$ cat src/rtl/led7seg_scan_reader_if.sv
// Bundles the observed display bus (SA/LED) with the recovered digit outputs.
// The slave modport is the reader itself; the master modport is the display side.
interface led7seg_scan_reader_if;
    logic [3:0]  SA;
    logic [7:0]  LED;
    logic [15:0] DIG;
    logic [3:0]  DP;
    logic [3:0]  DVALID;
    logic [3:0]  BAD;
    logic        FRAME;

    modport master (
        output SA,
        output LED,
        input  DIG,
        input  DP,
        input  DVALID,
        input  BAD,
        input  FRAME
    );

    modport slave (
        input  SA,
        input  LED,
        output DIG,
        output DP,
        output DVALID,
        output BAD,
        output FRAME
    );
endinterface

$ cat src/rtl/led7seg_scan_reader.sv
// Watches a multiplexed 4-digit 7-segment bus, waits for each dwell to settle,
// decodes the segment pattern to a hex nibble per position and flags full frames.
module led7seg_scan_reader #(
    parameter int SETTLE        = 4,
    parameter bit SA_ACTIVE_LOW = 1'b1
) (
    input  logic CLK,
    input  logic RST_N,
    led7seg_scan_reader_if.slave bus
);

    localparam logic [7:0] SETTLE_V  = 8'(SETTLE);
    localparam logic [7:0] SETTLE_M1 = 8'(SETTLE - 1);

    logic [11:0] s_q, s_d;
    logic [7:0]  cnt_q, cnt_d;
    logic        done_q, done_d;
    logic [3:0]  seen_q, seen_d;
    logic [15:0] dig_q, dig_d;
    logic [3:0]  dp_q, dp_d;
    logic [3:0]  dvalid_q, dvalid_d;
    logic [3:0]  bad_q, bad_d;
    logic        frame_q, frame_d;

    logic [11:0] sample;
    logic [3:0]  sel;
    logic        oneHot;
    logic [1:0]  pos;
    logic [4:0]  decoded;
    logic [3:0]  seenNext;

    // Returns {recognised, nibble} for LED[6:0] = {g,f,e,d,c,b,a}.
    function automatic logic [4:0] decodeSeg(input logic [6:0] seg);
        logic [4:0] r;
        case (seg)
            7'h3F:   r = 5'h10;
            7'h06:   r = 5'h11;
            7'h5B:   r = 5'h12;
            7'h4F:   r = 5'h13;
            7'h66:   r = 5'h14;
            7'h6D:   r = 5'h15;
            7'h7D:   r = 5'h16;
            7'h07:   r = 5'h17;
            7'h7F:   r = 5'h18;
            7'h6F:   r = 5'h19;
            7'h77:   r = 5'h1A;
            7'h7C:   r = 5'h1B;
            7'h39:   r = 5'h1C;
            7'h5E:   r = 5'h1D;
            7'h79:   r = 5'h1E;
            7'h71:   r = 5'h1F;
            default: r = 5'h00;
        endcase
        return r;
    endfunction

    always_comb begin
        sample  = {bus.SA, bus.LED};
        sel     = SA_ACTIVE_LOW ? ~s_q[11:8] : s_q[11:8];
        decoded = decodeSeg(s_q[6:0]);
        oneHot  = 1'b1;
        pos     = 2'd0;
        case (sel)
            4'b0001: pos = 2'd0;
            4'b0010: pos = 2'd1;
            4'b0100: pos = 2'd2;
            4'b1000: pos = 2'd3;
            default: oneHot = 1'b0;
        endcase
        seenNext = seen_q | (4'b0001 << pos);
    end

    // Stability counting and capture; a whole-{SA,LED} change opens a new dwell.
    always_comb begin
        s_d      = sample;
        cnt_d    = cnt_q;
        done_d   = done_q;
        seen_d   = seen_q;
        dig_d    = dig_q;
        dp_d     = dp_q;
        dvalid_d = dvalid_q;
        bad_d    = bad_q;
        frame_d  = 1'b0;

        if (sample != s_q) begin
            cnt_d  = 8'd0;
            done_d = 1'b0;
        end else begin
            if (cnt_q != SETTLE_V) begin
                cnt_d = cnt_q + 8'd1;
            end
            if (cnt_q == SETTLE_M1 && oneHot && !done_q) begin
                done_d        = 1'b1;
                dp_d[pos]     = s_q[7];
                dvalid_d[pos] = 1'b1;
                if (decoded[4]) begin
                    dig_d[{pos, 2'b00} +: 4] = decoded[3:0];
                    bad_d[pos]               = 1'b0;
                end else begin
                    bad_d[pos] = 1'b1;
                end
                if (seenNext == 4'b1111) begin
                    frame_d = 1'b1;
                    seen_d  = 4'b0000;
                end else begin
                    seen_d = seenNext;
                end
            end
        end
    end

    always_ff @(posedge CLK) begin
        if (!RST_N) begin
            s_q      <= '0;
            cnt_q    <= '0;
            done_q   <= 1'b0;
            seen_q   <= '0;
            dig_q    <= '0;
            dp_q     <= '0;
            dvalid_q <= '0;
            bad_q    <= '0;
            frame_q  <= 1'b0;
        end else begin
            s_q      <= s_d;
            cnt_q    <= cnt_d;
            done_q   <= done_d;
            seen_q   <= seen_d;
            dig_q    <= dig_d;
            dp_q     <= dp_d;
            dvalid_q <= dvalid_d;
            bad_q    <= bad_d;
            frame_q  <= frame_d;
        end
    end

    assign bus.DIG    = dig_q;
    assign bus.DP     = dp_q;
    assign bus.DVALID = dvalid_q;
    assign bus.BAD    = bad_q;
    assign bus.FRAME  = frame_q;

endmodule

$ cat src/flat_wrapper.sv
// flat-port wrapper written by rule: the top's interface ports become plain ports
module led7seg_scan_reader_flat 
#(
    parameter int SETTLE        = 4,
    parameter bit SA_ACTIVE_LOW = 1'b1
)
  (CLK, RST_N, bus_SA, bus_LED, bus_DIG, bus_DP, bus_DVALID, bus_BAD, bus_FRAME);
  led7seg_scan_reader_if bus_i ();
  input  logic CLK;
  input  logic RST_N;
  input wire logic [$bits(bus_i.SA)-1:0] bus_SA;
  input wire logic [$bits(bus_i.LED)-1:0] bus_LED;
  output wire logic [$bits(bus_i.DIG)-1:0] bus_DIG;
  output wire logic [$bits(bus_i.DP)-1:0] bus_DP;
  output wire logic [$bits(bus_i.DVALID)-1:0] bus_DVALID;
  output wire logic [$bits(bus_i.BAD)-1:0] bus_BAD;
  output wire logic [$bits(bus_i.FRAME)-1:0] bus_FRAME;
  assign bus_i.SA = bus_SA;
  assign bus_i.LED = bus_LED;
  assign bus_DIG = bus_i.DIG;
  assign bus_DP = bus_i.DP;
  assign bus_DVALID = bus_i.DVALID;
  assign bus_BAD = bus_i.BAD;
  assign bus_FRAME = bus_i.FRAME;
  led7seg_scan_reader #(.SETTLE(SETTLE), .SA_ACTIVE_LOW(SA_ACTIVE_LOW)) u_core (.CLK(CLK), .RST_N(RST_N), .bus(bus_i));
endmodule
$ cat config.mk
export PLATFORM = sky130hd
export DESIGN_NAME = led7seg_scan_reader_flat
export DESIGN_NICKNAME = d
export VERILOG_FILES = /design/src/rtl/led7seg_scan_reader_if.sv /design/src/rtl/led7seg_scan_reader.sv /design/src/flat_wrapper.sv
export SDC_FILE = /design/constraint.sdc
export NUM_CORES = 1
export LEC_CHECK = 0
export CAP_MARGIN = 10
export CELL_PAD_IN_SITES_DETAIL_PLACEMENT = 2
export CELL_PAD_IN_SITES_GLOBAL_PLACEMENT = 2
export CORE_AREA = 4 4 137 73
export CTS_CLUSTER_DIAMETER = 200
export DETAILED_ROUTE_END_ITERATION = 6
export DIE_AREA = 0 0 141 77
export PLACE_DENSITY_LB_ADDON = 0.1
export SYNTH_ARGS = -nofsm -noshare
export SYNTH_HDL_FRONTEND = slang
export SYNTH_SLANG_ARGS = --single-unit
$ cat constraint.sdc
create_clock -name CLK -period 2.3 [get_ports CLK]
set_input_delay 0.575 -clock CLK [delete_from_list [all_inputs] [get_ports CLK]]
set_output_delay 0.575 -clock CLK [all_outputs]
set_load 0.1 [all_outputs]
== Word-level counts from Yosys, hierarchy flattened ==
Index checks and enable logic that the tools add are counted.
Word-level totals
  input bits: 14
  bits in registers: 54
Cells by class
  add/subtract/negate cells: 2
  bitwise operators: 9
  shift-type cells: 3
  muxes and demuxes: 10
  reduce and logical (&&, ||, !) cells: 9
  eq/ne operators: 24
  order comparisons: 2
Operators by type and width (number)
  equality test 7 bit (second input constant): 12
  one-hot mux 5 bit (16 select lines): 1
  bitwise mux 16 bit: 1
  variable shift 4 x 6 -> 16 bit (first input constant): 1
  variable part select 4 x 6 -> 16 bit: 1
  equality test 7 x 3 -> 1 bit (second input constant): 2
  equality test 7 x 6 -> 1 bit (second input constant): 2
  inequality test 12 bit: 1
  bitwise OR 4 bit: 3
  adder 8 x 1 -> 8 bit (second input constant): 1
  equality test 4 bit (second input constant): 2
  equality test 8 x 2 -> 1 bit (second input constant): 1
  2-to-1 mux 4 bit: 2
  inequality test 8 x 3 -> 1 bit (second input constant): 1
  NOT 4 bit: 2
  negation 4 -> 6 bit: 1
  one-hot mux 2 bit (3 select lines): 1
  AND 4 bit: 1
  bitwise mux 4 bit: 1
  equality test 4 x 1 -> 1 bit (second input constant): 1
  equality test 4 x 2 -> 1 bit (second input constant): 1
  equality test 4 x 3 -> 1 bit (second input constant): 1
  OR reduction 4 bit: 1
  left shift 1 x 2 -> 4 bit (first input constant): 1
  other kinds (11): 17

== Depth between registers and ports, before layout ==
Gate-level depths: netlist of the first run.
  depth after elaboration: 10
  mapped depth: 9
  gate-level depth less buffers: 8

== Least setup slack after synthesis of the first run ==
No wires, ideal clock.
  path type: input-to-reg
  from: in bus_LED[6]
  to: reg u_core.dig_q[10], in the netlist u_core.bus.DIG[10]
  slack: 0.175 ns
  cell stages on the path: 5
  arrival: 2.053 ns
  buffers on the path: 0
  cell sequence: xor2_1 nor4_1 nand3_2 a2111oi_4 mux2i_1
On the way
  longest elaborated chain between the ends: 3
Ends and longest elaborated chain
  start, declared: line flat_wrapper.sv:12  | input wire logic [$bits(bus_i.LED)-1:0] bus_LED;
  inequality test 12 bit: line led7seg_scan_reader.sv:85  | if (sample != s_q) begin
  NOT 1 bit (no line)
  AND reduction 3 bit (no line)
  end signal, assigned: line led7seg_scan_reader.sv:128  | dig_q <= dig_d;
  end, declared: line led7seg_scan_reader.sv:19  | logic [15:0] dig_q, dig_d;
No other way between the ends.
A chain may end at the register's enable or synchronous reset.

== Worst setup path in the final report of the first run ==
  from: in bus_SA[1]
  to: reg u_core.seen_q[1]
On the way
  longest elaborated chain between the ends: 3
Ends and longest elaborated chain
  start, declared: line flat_wrapper.sv:11  | input wire logic [$bits(bus_i.SA)-1:0] bus_SA;
  inequality test 12 bit: line led7seg_scan_reader.sv:85
  NOT 1 bit (no line)
  AND reduction 2 bit (no line)
  end signal, assigned: line led7seg_scan_reader.sv:127  | seen_q <= seen_d;
  end, declared: line led7seg_scan_reader.sv:18  | logic [3:0] seen_q, seen_d;
No other way between the ends.

==> results of run 1 <==
==> power groups by stage <==
stage                     logic, mW  registers (mW)  clock network, mW
final                         0.147           0.967              0.776
after global routing          0.163           0.970              0.870
after CTS                     0.142           0.969              0.801
after detailed placement      0.139           0.991                  0
after global placement        0.132           0.989                  0
after floorplan              0.0821           0.975                  0
==> critical path, stage by stage <==
cell and delay (ns):
clkdlybuf4s50_1 0.49, xor2_1 0.27, nor4_2 0.07, buf_4 0.15, and3_1 0.20, buf_12 0.15
a31oi_1 0.33, o21a_1 0.19
==> per-layer routing <==
layer | share of wire | track usage
met5 | 0 | 0
met4 | 0.011 | 0.0416
met3 | 0.029 | 0.0416
met2 | 0.49 | 0.297
met1 | 0.47 | 0.219
==> placed cells by master, fill, tap and decap left out, drive strengths merged, types with 4 or more instances in the layout <==
cell type	instances
o211ai	6
nand4	8
clkbuf	7
o21ai	16
dfxtp	54
nor4	4
o22ai	5
ha	9
mux2i	13
and2	13
dlymetal6s2s	7
nor2	22
a21oi	11
nand2b	8
clkdlybuf4s50	6
nand3	17
a2111oi	4
xor2	21
o21a	9
nand2	25
buf	63
inv	10
==> cell type report <==
| type | instances | area [µm²] |
|---|---|---|
| clock buffers | 7 | 143 |
| clock inverters | 1 | 5.00 |
| fillers | 943 | 4830 |
| inverters | 12 | 45.0 |
| multi-input cells | 228 | 1720 |
| flip-flops and latches | 54 | 1100 |
| well taps | 117 | 146 |
| repair buffers | 76 | 654 |
==> logic make-up (layout without fill, tap and decap cells) <==
group / count (synthesis) / after routing / synth area share
muxes: 13 / 13 / 0.0457
AOI/OAI and AO/OA: 60 / 60 / 0.169
adders and majority gates: 9 / 9 / 0.0395
DFF: 54 / 54 / 0.380
and+or+nand+nor: 124 / 124 / 0.258
xor gates and xnor gates: 22 / 22 / 0.0677
buffers and inverters: 27 / 96 / 0.0404
==> stage by stage <==
stage	setup TNS [ns]	setup WS, ns	power, mW	hold slack [ns]
finish	0	0.105	1.89	0.466
global route	-0.0155	-0.0155	2.00	0.493
global placement	-8.28	-0.348	1.12	0.447
CTS	0	0.00666	1.91	0.470
floorplan	0	0.175	1.06	0.441
detailed placement	-10.30	-0.426	1.13	0.457
==> sequential cells by signal, indices dropped and copies added (netlist names), named ones only <==
signal,count
u_core.bus.DVALID,4
u_core.seen_q,4
u_core.bus.DIG,16
u_core.s_q,12
u_core.cnt_q,8
u_core.bus.DP,4
u_core.bus.FRAME,1
u_core.done_q,1
==> Yosys cell counts, types with 5 or more instances <==
| library cell | count |
|---|---|
| a21oi_1 | 11 |
| and2_1 | 13 |
| buf_2 | 8 |
| clkbuf_1 | 6 |
| dfxtp_1 | 54 |
| ha_1 | 9 |
| inv_1 | 10 |
| mux2i_1 | 13 |
| nand2_1 | 25 |
| nand2b_1 | 8 |
| nand3_1 | 16 |
| nand4_1 | 8 |
| nor2_1 | 22 |
| o211ai_1 | 6 |
| o21a_1 | 9 |
| o21ai_0 | 15 |
| o22ai_1 | 5 |
| xor2_1 | 21 |
==> worst max path at each step <==
stage | start | end | depth (start not counted) | slack [ns]
CTS | bus_LED[3] | u_core.bus.DIG[15] | 8 | 0.007
global route | u_core.cnt_q[3] | u_core.bus.DIG[6] | 7 | -0.02
global placement | bus_LED[6] | u_core.bus.DIG[9] | 8 | -0.35
finish | bus_SA[1] | u_core.seen_q[1] | 8 | 0.10
floorplan | bus_LED[6] | u_core.bus.DIG[10] | 5 | 0.17
detailed placement | bus_SA[3] | u_core.bus.DIG[15] | 8 | -0.43
==> repair_timing <==
action                                 in CTS  in global routing
endpoints found under the hold margin       0                  0
buffers inserted                            2                  4
pin swaps                                   5                 10
gates resized for setup                    11                 28
setup endpoints to repair                  20                 32
==> impl_metrics.tcl, run 1 <==
set metrics [dict create \
    reg2reg_to "u_core.bus.DIG[6]" \
    yosysUniqueCellTypes 50 \
    wl_mm 9.11 \
    yosys_warnings 0 \
    post-dp-hpwl_mm 6.92 \
    cp-end-kind "flip-flop" \
    area_growth_pct 34.1 \
    min_to "u_core.bus.DIG[4]" \
    irDropWorstVdd_v 0.000280 \
    vias 2510 \
    worstSetupPathType "input port to flip-flop" \
    drt_iter0_drc 61 \
    clock-skew-final_ns 0.00498 \
    period_share 0.954 \
    cts_root_buffer "clkbuf_16" \
    max-clock-path-buffers 2 \
    antenna_cells 0 \
    syn_area_mm2 0.00285 \
    cp.arrival_ns 2.43 \
    yosysTopAreaCellShare 0.380 \
    die_area_mm2 0.0109 \
    grt_overflow 0 \
    holdPathStages 2 \
    crit_fanout 11 \
    combinationalPowerShare 0.078 \
    synth_ff_type "dfxtp_1" \
    postPlaceCellArea_mm2 0.00351 \
    grt_pass1_vias 2870 \
    rsz0062_at_grt "yes" \
    die_w_um 141 \
    viasPerCell 5.07 \
    ys_seq_area_frac 0.380 \
    drive_gt1_frac 0.278 \
    grt_antenna_before_repair 0 \
    r2r_slack_ns 0.10 \
    synth_area_leader_cell "dfxtp_1" \
    hp-class "flip-flop to flip-flop" \
    async_flop_share 0 \
    power_frac_clock 0.411 \
    required_ns 2.54 \
    synth_nets 332 \
    power.leakage_nw 1.52 \
    synth-edff-count 0 \
    cts_tree "built" \
    worst_slew_pin_slew_ns 0.712 \
    htree_levels 2 \
    grt_pass1_wl_mm 15.1 \
    hold_viol_final 0 \
    port_buffers 42 \
    synth_seq_cells 54 \
    min_from "u_core.bus.DIG[4]" \
    regToRegStartpoint "u_core.cnt_q[3]" \
    status "finished, final reports clean" \
    placementRows 24 \
    core_mm2 0.00865 \
    cap_violations 0 \
    syn_inst 309 \
    cts_buffers 5 \
    ios 43 \
    dr.pass1.iters 4 \
    grt_max_degree 20 \
    slew_headroom 0.523 \
    p_switching_mw 0.442 \
    dp.cells 481 \
    finalCriticalPeriod_ns 2.20 \
    clkSinkCount 54 \
    critPathLaunchType "input port" \
    setup_viol 0 \
    final_nets 400 \
    routedWlPerCell_um 18.4 \
    syn_area_per_cell_um2 9.22 \
    power_density_mw_per_mm2 495 \
    instances_no_fill 495 \
    p_int_mw 1.45 \
    stdcell_area_mm2 0.00382 \
    grtUsageTotal 0.173 \
    clock_latency_ns 0.29 \
    r2r_cells 7 \
    finalCoreUtilization 0.441 \
    start_util 0.329 \
    seqPwrFrac 0.512 \
    routabilityCongestion 0.798 \
    slew_violations 0 \
    drc 0 \
    detail-route-antenna-nets 0 \
    ctsHoldBuffers 0 \
    dieHeight_um 77 \
    path_clk_slew_ns 0.07 \
    fmax_ghz 0.456 \
    synthTopCellsByArea "dfxtp_1 (38%), xor2_1 (6.5%), mux2i_1 (4.6%), ha_1 (4.0%), a2111oi_4 (3.9%)" \
    p_sw_frac 0.234 \
]
Power figures use the tool's default switching activity.
==> run 2: changes to the inputs <==
clock period = 2.07 ns   (was 2.3 ns; I/O delays follow)
==> run 2 against run 1 <==
  * The run now ends with negative setup slack left
  * Core utilization grew 4.0 points
  * Via count increased by 6.4%
  * Die area did not move
  * Largest power group is now clock
==> impl_metrics.tcl, run 2 (synthesis gave the netlist of run 1 again) <==
set metrics [dict create \
    status "finished, violations left" \
    violations "negative setup slack" \
    power_density_mw_per_mm2 573 \
    dieHeight_um 77 \
    dp.cells 501 \
    max-clock-path-buffers 2 \
    ctsHoldBuffers 0 \
    instances_no_fill 523 \
    cp.arrival_ns 2.36 \
    power_frac_clock 0.464 \
    placementRows 24 \
    irDropWorstVdd_v 0.000431 \
    ios 43 \
    fin_hold_ws_ns 0.470 \
    cp-end-kind "flip-flop" \
    final.setup.tns_ns -0.404 \
    power.leakage_nw 1.66 \
    p_switching_mw 0.543 \
    slew_headroom 0.520 \
    post-place-ws_ns -0.688 \
    port_buffers 42 \
    finalCriticalPeriod_ns 2.13 \
    cts_buffers 5 \
    worst_slew_pin_slew_ns 0.717 \
    critPathMaxStageDelay_ns 0.39 \
    vias 2671 \
    p_int_mw 1.84 \
    grt_pass1_vias 3024 \
    worstSetupPathType "flip-flop to flip-flop" \
    drive_gt1_frac 0.367 \
    crit_fanout 10 \
    path_clk_slew_ns 0.07 \
    cts_tree "built" \
    drt_iter0_drc 97 \
    regArea_mm2 0.00111 \
    grtUsageTotal 0.193 \
    setup_viol 15 \
    seqPwrFrac 0.450 \
    die_w_um 141 \
    clock_latency_ns 0.30 \
    clock-skew-final_ns 0.00419 \
    layout_common_cells "buf_4 (77), dfxtp_1 (43), nand2_1 (25), xor2_1 (19), nor2_1 (17)" \
    cpMostUsedCell "buf_4" \
    slew_violations 0 \
    largest_reg_flops 16 \
    setup_ws_ns -0.0577 \
    area_growth_pct 46.3 \
    multi_input_area_mm2 0.00179 \
    cts_root_buffer "clkbuf_16" \
    rsz0062_at_grt "yes" \
    antenna_cells 0 \
    routabilityCongestion 0.802 \
    clkSinkCount 54 \
    viasPerCell 5.11 \
    start_util 0.329 \
    grt_pass1_wl_mm 16.7 \
    drc 0 \
    wl_mm 10.3 \
    die_area_mm2 0.0109 \
    path_cells "buf_4 > and4b_1 > nand3_1 > o2111a_1 > buf_12 > a2111oi_4 > buf_4 > mux2i_1" \
    post-dp-hpwl_mm 7.19 \
    p_sw_frac 0.228 \
    finalPower_mw 2.39 \
    core_mm2 0.00865 \
    htree_levels 2 \
    cpMaxStageDelayCell "dfxtp_4" \
    grt_overflow 0 \
    fmax_ghz 0.470 \
    period_share 1.03 \
    required_ns 2.30 \
    grt_antenna_before_repair 0 \
    critPathLaunchType "flip-flop" \
    combinationalPowerShare 0.086 \
    grt_max_degree 18 \
    hold_viol_final 0 \
    final_common_cell "buf_4" \
    detail-route-antenna-nets 0 \
    cap_violations 0 \
    hp-class "flip-flop to flip-flop" \
    nFillCells 931 \
    dr.pass1.iters 4 \
    routedWlPerCell_um 19.7 \
    final_nets 428 \
]
-- run 2: repair_timing --
| item | CTS | global route |
|---|---|---|
| setup buffers | 12 | 9 |
| gates resized for setup | 45 | 36 |
| pin swaps | 15 | 14 |
| endpoints found under the setup margin | 42 | 34 |
-- run 2: power groups by stage --
stage	Clock, mW	Combinational [mW]	Sequential [mW]
3_3_place_gp	0	0.161	1.10
2_1_floorplan	0	0.0919	1.08
4_1_cts	1.13	0.181	1.07
5_1_grt	1.17	0.223	1.08
6_report	1.11	0.204	1.08
3_5_place_dp	0	0.169	1.10
-- run 2: cell type report --
type                            count  area share
Timing Repair Buffer              104       0.211
Tap cell                          117      0.0351
Clock inverter                      3      0.0165
Multi-Input combinational cell    228       0.430
Clock buffer                        5      0.0300
Sequential cell                    54       0.266
Inverter                           12      0.0114
-- run 2: path summary, 6_finish.rpt --
| kind | slack [ns] | depth (start not counted) | end | from |
|---|---|---|---|---|
| max | -0.06 | 8 | u_core.bus.DIG[12] | u_core.s_q[0] |
| min | 0.47 | 2 | u_core.bus.DIG[10] | u_core.bus.DIG[10] |
| max reg2reg | -0.06 | 8 | u_core.bus.DIG[12] | u_core.s_q[0] |
| min reg2reg | 0.47 | 2 | u_core.bus.DIG[10] | u_core.bus.DIG[10] |
-- run 2: worst max-delay path, delay by kind of cell, from the launching register on --
kind            cells  cell delay, ns
mux                 1            0.20
flops               1            0.39
buf+inv             3            0.51
simple gates        2            0.43
compound gates      2            0.51
-- run 2: metal layers --
layer | vias to the layer above | track usage | part of all wire
li1 | 1287 | - | -
met1 | 1349 | 0.229 | 0.44
met2 | 24 | 0.362 | 0.52
met3 | 11 | 0.0367 | 0.024
met4 | 0 | 0.0397 | 0.011
met5 | - | 0 | 0
-- run 2: through the flow --
step | util | area, µm²
after floorplan | - | 2850
after global placement | 0.424 | 3670
after detailed placement | 0.424 | 3670
after CTS | 0.464 | 4010
after global routing | 0.482 | 4170
final | 0.482 | 4170
